File: src/rtl/pack_s3_seq.sv
// S3 packing sequencer: collects five trits per group, drives the trit5_to_bit8
// converter through load/accumulate phases and emits one packed byte per group.
module pack_s3_seq #(
    parameter int unsigned N_COEF = 700,
    parameter int unsigned N_BYTE = N_COEF / 5
) (
    input  logic       clk,
    input  logic       rst,
    input  logic       s_valid,
    input  logic [1:0] s_trit,
    input  logic       s_last,
    output logic       s_ready,
    output logic [9:0] conv_a,
    output logic       conv_rst,
    output logic [1:0] conv_count,
    input  logic [7:0] conv_out,
    output logic       m_valid,
    input  logic       m_ready,
    output logic [7:0] m_byte,
    output logic       m_last,
    output logic       err
);

    localparam int unsigned BW = (N_BYTE > 1) ? $clog2(N_BYTE) : 1;
    localparam logic [BW-1:0] LAST_B = BW'(N_BYTE - 1);

    typedef enum logic [1:0] {IDLE, LOAD, ACC, HOLD} state_t;

    state_t        state_q, state_d;
    logic [1:0]    ph_q, ph_d;
    logic [2:0]    tcnt_q, tcnt_d;
    logic [9:0]    grp_q, grp_d;
    logic          full_q, full_d;
    logic          glast_q, glast_d;
    logic [9:0]    conv_a_q, conv_a_d;
    logic          elast_q, elast_d;
    logic [BW-1:0] bcnt_q, bcnt_d;
    logic          m_valid_q, m_valid_d;
    logic [7:0]    m_byte_q, m_byte_d;
    logic          m_last_q, m_last_d;
    logic          err_q, err_d;

    logic       take;
    logic       ready_c;
    logic       accept;
    logic [1:0] trit_w;

    always_comb begin
        state_d   = state_q;
        ph_d      = ph_q;
        tcnt_d    = tcnt_q;
        grp_d     = grp_q;
        full_d    = full_q;
        glast_d   = glast_q;
        conv_a_d  = conv_a_q;
        elast_d   = elast_q;
        bcnt_d    = bcnt_q;
        m_valid_d = m_valid_q;
        m_byte_d  = m_byte_q;
        m_last_d  = m_last_q;
        err_d     = err_q;
        trit_w    = '0;

        // The engine takes a waiting group from IDLE, or straight from HOLD on the
        // output handshake; the buffer is freed in that same cycle.
        take    = full_q && ((state_q == IDLE) || ((state_q == HOLD) && m_ready));
        ready_c = !rst && (!full_q || take);
        accept  = s_valid && ready_c;

        if (take) begin
            conv_a_d = grp_q;
            elast_d  = glast_q;
            grp_d    = '0;
            full_d   = 1'b0;
            glast_d  = 1'b0;
        end

        if (accept) begin
            trit_w = (s_trit == 2'b10) ? 2'b00 : s_trit;
            if (s_trit == 2'b10) begin
                err_d = 1'b1;
            end
            for (int unsigned k = 0; k < 5; k++) begin
                if (tcnt_q == 3'(k)) begin
                    grp_d[2*k +: 2] = trit_w;
                end
            end
            if ((tcnt_q == 3'd4) || s_last) begin
                full_d  = 1'b1;
                glast_d = s_last;
                tcnt_d  = '0;
            end else begin
                tcnt_d = tcnt_q + 3'd1;
            end
        end

        unique case (state_q)
            IDLE: begin
                if (take) begin
                    state_d = LOAD;
                    ph_d    = '0;
                end
            end
            LOAD: begin
                if (ph_q == 2'd1) begin
                    state_d = ACC;
                    ph_d    = '0;
                end else begin
                    ph_d = ph_q + 2'd1;
                end
            end
            ACC: begin
                if (ph_q == 2'd3) begin
                    state_d   = HOLD;
                    ph_d      = '0;
                    m_valid_d = 1'b1;
                    m_byte_d  = conv_out;
                    m_last_d  = elast_q || (bcnt_q == LAST_B);
                end else begin
                    ph_d = ph_q + 2'd1;
                end
            end
            HOLD: begin
                if (m_valid_q && m_ready) begin
                    m_valid_d = 1'b0;
                    bcnt_d    = m_last_q ? '0 : bcnt_q + BW'(1);
                    state_d   = take ? LOAD : IDLE;
                    ph_d      = '0;
                end
            end
            default: state_d = IDLE;
        endcase
    end

    always_ff @(posedge clk) begin
        if (rst) begin
            state_q   <= IDLE;
            ph_q      <= '0;
            tcnt_q    <= '0;
            grp_q     <= '0;
            full_q    <= 1'b0;
            glast_q   <= 1'b0;
            conv_a_q  <= '0;
            elast_q   <= 1'b0;
            bcnt_q    <= '0;
            m_valid_q <= 1'b0;
            m_byte_q  <= '0;
            m_last_q  <= 1'b0;
            err_q     <= 1'b0;
        end else begin
            state_q   <= state_d;
            ph_q      <= ph_d;
            tcnt_q    <= tcnt_d;
            grp_q     <= grp_d;
            full_q    <= full_d;
            glast_q   <= glast_d;
            conv_a_q  <= conv_a_d;
            elast_q   <= elast_d;
            bcnt_q    <= bcnt_d;
            m_valid_q <= m_valid_d;
            m_byte_q  <= m_byte_d;
            m_last_q  <= m_last_d;
            err_q     <= err_d;
        end
    end

    assign s_ready    = ready_c;
    assign conv_a     = conv_a_q;
    assign conv_rst   = (state_q == LOAD);
    assign conv_count = (state_q == ACC) ? ph_q : 2'b00;
    assign m_valid    = m_valid_q;
    assign m_byte     = m_byte_q;
    assign m_last     = m_last_q;
    assign err        = err_q;

endmodule

File: config.mk
export PLATFORM = sky130hd
export DESIGN_NAME = pack_s3_seq
export DESIGN_NICKNAME = d
export VERILOG_FILES = /design/src/rtl/pack_s3_seq.sv
export SDC_FILE = /design/constraint.sdc
export NUM_CORES = 1
export LEC_CHECK = 0
export ABC_AREA = 1
export CAP_MARGIN = 25
export CORE_UTILIZATION = 47
export CTS_CLUSTER_DIAMETER = 50
export CTS_CLUSTER_SIZE = 40
export DETAILED_ROUTE_END_ITERATION = 8
export PLACE_DENSITY = 0.75
export SLEW_MARGIN = 20
export SYNTH_ARGS = -nofsm -noshare
export SYNTH_HDL_FRONTEND = slang
export SYNTH_SLANG_ARGS = --single-unit
File: constraint.sdc
create_clock -name clk -period 1.5 [get_ports clk]
set_clock_uncertainty 0.1 [all_clocks]
set_input_delay 0.3 -clock clk [delete_from_list [all_inputs] [get_ports clk]]
set_output_delay 0.3 -clock clk [all_outputs]
set_load 0.005 [all_outputs]
==> impl_metrics.prom <==
# TYPE chip_impl_metric gauge
chip_impl_metric{name="path_max_fanout",unit=""} 4
chip_impl_metric{name="synth.yosys.seq_area_share",unit=""} 0.4184
chip_impl_metric{name="slew_violations",unit=""} 0
chip_impl_metric{name="antennaDiodeCount",unit=""} 0
chip_impl_metric{name="cellPowerDensity",unit="nW/um^2"} 1132
chip_impl_metric{name="worst_slack",unit="ns"} -0.1850
chip_impl_metric{name="netlist-cell-type-count",unit=""} 29
chip_impl_metric{name="worst_ep_arrival_time",unit="ns"} 1.29
chip_impl_metric{name="fmaxAchievable",unit="GHz"} 0.5935
chip_impl_metric{name="max_slew.worst_pin.slew",unit="ns"} 0.2908
chip_impl_metric{name="synth_enable_flop_cells",unit=""} 0
chip_impl_info{name="cp_common_cell",value="sky130_fd_sc_hd__buf_6"} 1
chip_impl_info{name="violations",value="negative setup slack"} 1
chip_impl_metric{name="totalWireLength",unit="um"} 5836
chip_impl_metric{name="required_time_at_the_worst_slack_endpoint",unit="ns"} 1.10
chip_impl_metric{name="timing.max_slew.rel_slack",unit=""} 0.8059
chip_impl_info{name="outcome",value="finished with violations"} 1
chip_impl_metric{name="p_total",unit="mW"} 3.910
chip_impl_metric{name="synth_area_per_cell",unit="um^2"} 7.237
chip_impl_info{name="synth_most_common_cell",value="sky130_fd_sc_hd__nor2_1"} 1
chip_impl_metric{name="ys_async_sr_fraction",unit=""} 0
chip_impl_metric{name="route.detailed.wl_per_inst",unit="um"} 12.36
chip_impl_metric{name="drt_first_pass_iters",unit=""} 6
chip_impl_metric{name="layout_cells_sized_above_1",unit=""} 0.3185
chip_impl_metric{name="hold_vio_cnt_final",unit=""} 0
chip_impl_metric{name="grt_pass1_wl",unit="um"} 9011
chip_impl_metric{name="timing.critical_path.slowest_cell_delay",unit="ns"} 0.38
chip_impl_metric{name="synth-seq-cells",unit=""} 49
chip_impl_metric{name="floorplan.io_pins",unit=""} 40
chip_impl_info{name="rsz0062_at_grt",value="yes"} 1
chip_impl_metric{name="finalNonFillerCells",unit=""} 472
chip_impl_metric{name="grt_antenna_before_repair",unit=""} 0
chip_impl_metric{name="numPortBuffers",unit=""} 39
chip_impl_metric{name="sum_of_overflow_across_all_layers_after_global_routing",unit=""} 0
chip_impl_info{name="setup.worst_path.class",value="reg2out"} 1
chip_impl_info{name="cts-root-buf",value="sky130_fd_sc_hd__clkbuf_8"} 1
chip_impl_info{name="synth.top_cells.by_count",value="75 x sky130_fd_sc_hd__nor2_1, 61 x sky130_fd_sc_hd__nand2_1, 49 x sky130_fd_sc_hd__dfxtp_1, 33 x sky130_fd_sc_hd__inv_1, 28 x sky130_fd_sc_hd__o21ai_0"} 1
chip_impl_metric{name="grt_usage",unit=""} 0.2170
chip_impl_metric{name="core_region",unit="um^2"} 4755
chip_impl_metric{name="synthesis.instances",unit=""} 324
chip_impl_metric{name="fillers",unit=""} 368
chip_impl_metric{name="via_cell_ratio",unit=""} 4.852
chip_impl_metric{name="drc",unit=""} 0
chip_impl_info{name="cts_tree",value="built"} 1
chip_impl_metric{name="die_height",unit="um"} 72.63
chip_impl_metric{name="cts_made_buffers",unit=""} 5
chip_impl_info{name="cell_accounting_for_the_most_synthesized_area",value="sky130_fd_sc_hd__dfxtp_1"} 1
chip_impl_metric{name="worst_case_vdd_ir_drop",unit="mV"} 1.045
chip_impl_metric{name="clk_transition_reported_paths",unit="ns"} 0.10
chip_impl_metric{name="worst_skew_pair.late_latency",unit="ns"} 0.31
chip_impl_info{name="worstPathCellList",value="buf_6 > buf_6 > ha_4 > nand2_2 > inv_2 > buf_2"} 1
chip_impl_metric{name="half_perimeter_wire_length_after_placement",unit="um"} 3451
chip_impl_metric{name="final.min_clock_period",unit="ns"} 1.685
chip_impl_metric{name="setup-violations-final",unit=""} 32
chip_impl_metric{name="area_growth",unit="%"} 47.33
chip_impl_info{name="ys.flop_type",value="sky130_fd_sc_hd__dfxtp_1"} 1
chip_impl_metric{name="synth_largest_type_area_fraction",unit=""} 0.4184
chip_impl_info{name="synth_area_leaders",value="sky130_fd_sc_hd__dfxtp_1 42%, sky130_fd_sc_hd__nor2_1 12%, sky130_fd_sc_hd__nand2_1 9.8%, sky130_fd_sc_hd__ha_1 7.5%, sky130_fd_sc_hd__o21ai_0 6.0%"} 1
chip_impl_metric{name="post-place-ws",unit="ns"} -0.4502
chip_impl_metric{name="drt_iter0_markers",unit=""} 109
chip_impl_metric{name="total_leakage_power",unit="nW"} 1.606
chip_impl_info{name="crit_path_start_kind",value="register"} 1
chip_impl_metric{name="grt_pass1_vias",unit=""} 2063
chip_impl_metric{name="rows",unit=""} 25
chip_impl_metric{name="net_count_final",unit=""} 433
chip_impl_metric{name="place_congestion",unit=""} 0.8092
chip_impl_metric{name="syn_area",unit="um^2"} 2345
chip_impl_metric{name="antenna_violating_nets_post_route",unit=""} 0
chip_impl_metric{name="max-cap-violations",unit=""} 0
chip_impl_metric{name="total_die_area",unit="um^2"} 5275
chip_impl_metric{name="clock_path_buffers",unit=""} 2
chip_impl_metric{name="cts_sink_count",unit=""} 49
chip_impl_metric{name="start_util",unit=""} 0.4932
chip_impl_metric{name="dpl.cell_count",unit=""} 445
chip_impl_metric{name="cts-htree-levels",unit=""} 2
chip_impl_metric{name="mappedNetlistNets",unit=""} 353
chip_impl_metric{name="layout_worst_path_cycle_share",unit=""} 1.123
chip_impl_info{name="crit_slowest_cell",value="sky130_fd_sc_hd__dfxtp_4"} 1
chip_impl_metric{name="fp.dieW",unit="um"} 72.63
chip_impl_metric{name="synth_warnings",unit=""} 0
chip_impl_info{name="min-delay-path-class",value="reg2reg"} 1
chip_impl_metric{name="route.vias.total",unit=""} 2290
chip_impl_metric{name="grt_max_degree",unit=""} 30
chip_impl_info{name="critical_path.endpoint_type",value="output port"} 1
[worst max-delay path: cells and delay by family, from the launching register on]
kind / cells / cell delay [ns]
flip-flops: 1 / 0.38
AND/OR/NAND/NOR: 1 / 0.07
adder cells (fa/ha/maj): 1 / 0.17
buffers and inverters: 4 / 0.37
[cells by family (layout without fill, tap and decap cells)]
logic type,after synthesis,after routing,synth area share
simple gates,168,169,0.3164
flops,49,49,0.4184
compound gates,46,46,0.1019
buf+inv,47,127,0.08858
fa+ha+maj,14,14,0.07471
[final cells by class]
type	count	area, um^2	area share
clock buffer	5	68.82	0.01992
sequential	49	1013	0.2934
tap	67	83.83	0.02427
inverter	38	155.1	0.04491
multi-input combinational	229	1343	0.3886
clock inverter	3	46.29	0.01340
timing repair buffer	81	744.5	0.2155
[registers in the layout, summed over array words and instances (netlist names), 2 cells and up]
name / count
state_q: 2
m_byte: 8
grp_q: 10
conv_a: 10
tcnt_q: 3
ph_q: 2
bcnt_q: 8
[stage by stage]
| step | hold slack (ns) | area (um^2) | util | setup TNS [ns] |
|---|---|---|---|---|
| 6_report | 0.3562 | 3455 | 0.7266 | -2.893 |
| 5_1_grt | 0.3846 | 3455 | 0.7266 | -5.935 |
| 4_1_cts | 0.3541 | 3271 | 0.6879 | -1.920 |
| 3_5_place_dp | 0.3480 | 2965 | 0.6237 | -10.05 |
| 3_3_place_gp | 0.3446 | 2965 | 0.6237 | -9.021 |
| 2_1_floorplan | 0.3337 | 2346 | - | 0 |
[worst paths after layout]
check | slack, ns | from | cells past startpoint | end
setup / recovery | -0.19 | state_q[1] | 6 | conv_count[1]
hold / removal | 0.36 | err | 2 | err
setup reg to reg | -0.14 | state_q[1] | 11 | grp_q[8]
hold reg to reg | 0.36 | err | 2 | err
[routing by layer]
metal  vias up  routed length, um  global-route usage
li1       1184                  -                   -
met1      1047               2618              0.2647
met2        54               2911              0.3801
met3         5                242             0.04972
met4         0                 63             0.06536
met5         -                  0                   0
[report_power, final]
group          switching [mW]  total (mW)  internal [mW]
Combinational           0.714        1.42          0.705
Clock                   0.471       0.971          0.500
Sequential             0.0932        1.52           1.43
Total                    1.28        3.91           2.63
[timing repair]
item                       4_1_cts  5_1_grt
hold endpoints to repair         0        0
resized for setup               94       45
hold buffers                     0        0
setup endpoints to repair       63       43
gates cloned                     1        2
pin swaps                        9       12
buffers inserted                11        7
[cells in the final DEF (no fill, tap or decap), drive strengths merged, types with 13 or more instances in the layout]
cell,instances
nor2,78
clkdlybuf4s50,13
nand2,66
dlygate4sd2,22
inv,38
dfxtp,49
o21ai,31
ha,14
buf,44
a21oi,13
No activity file was read; power rests on OpenSTA's default activity.
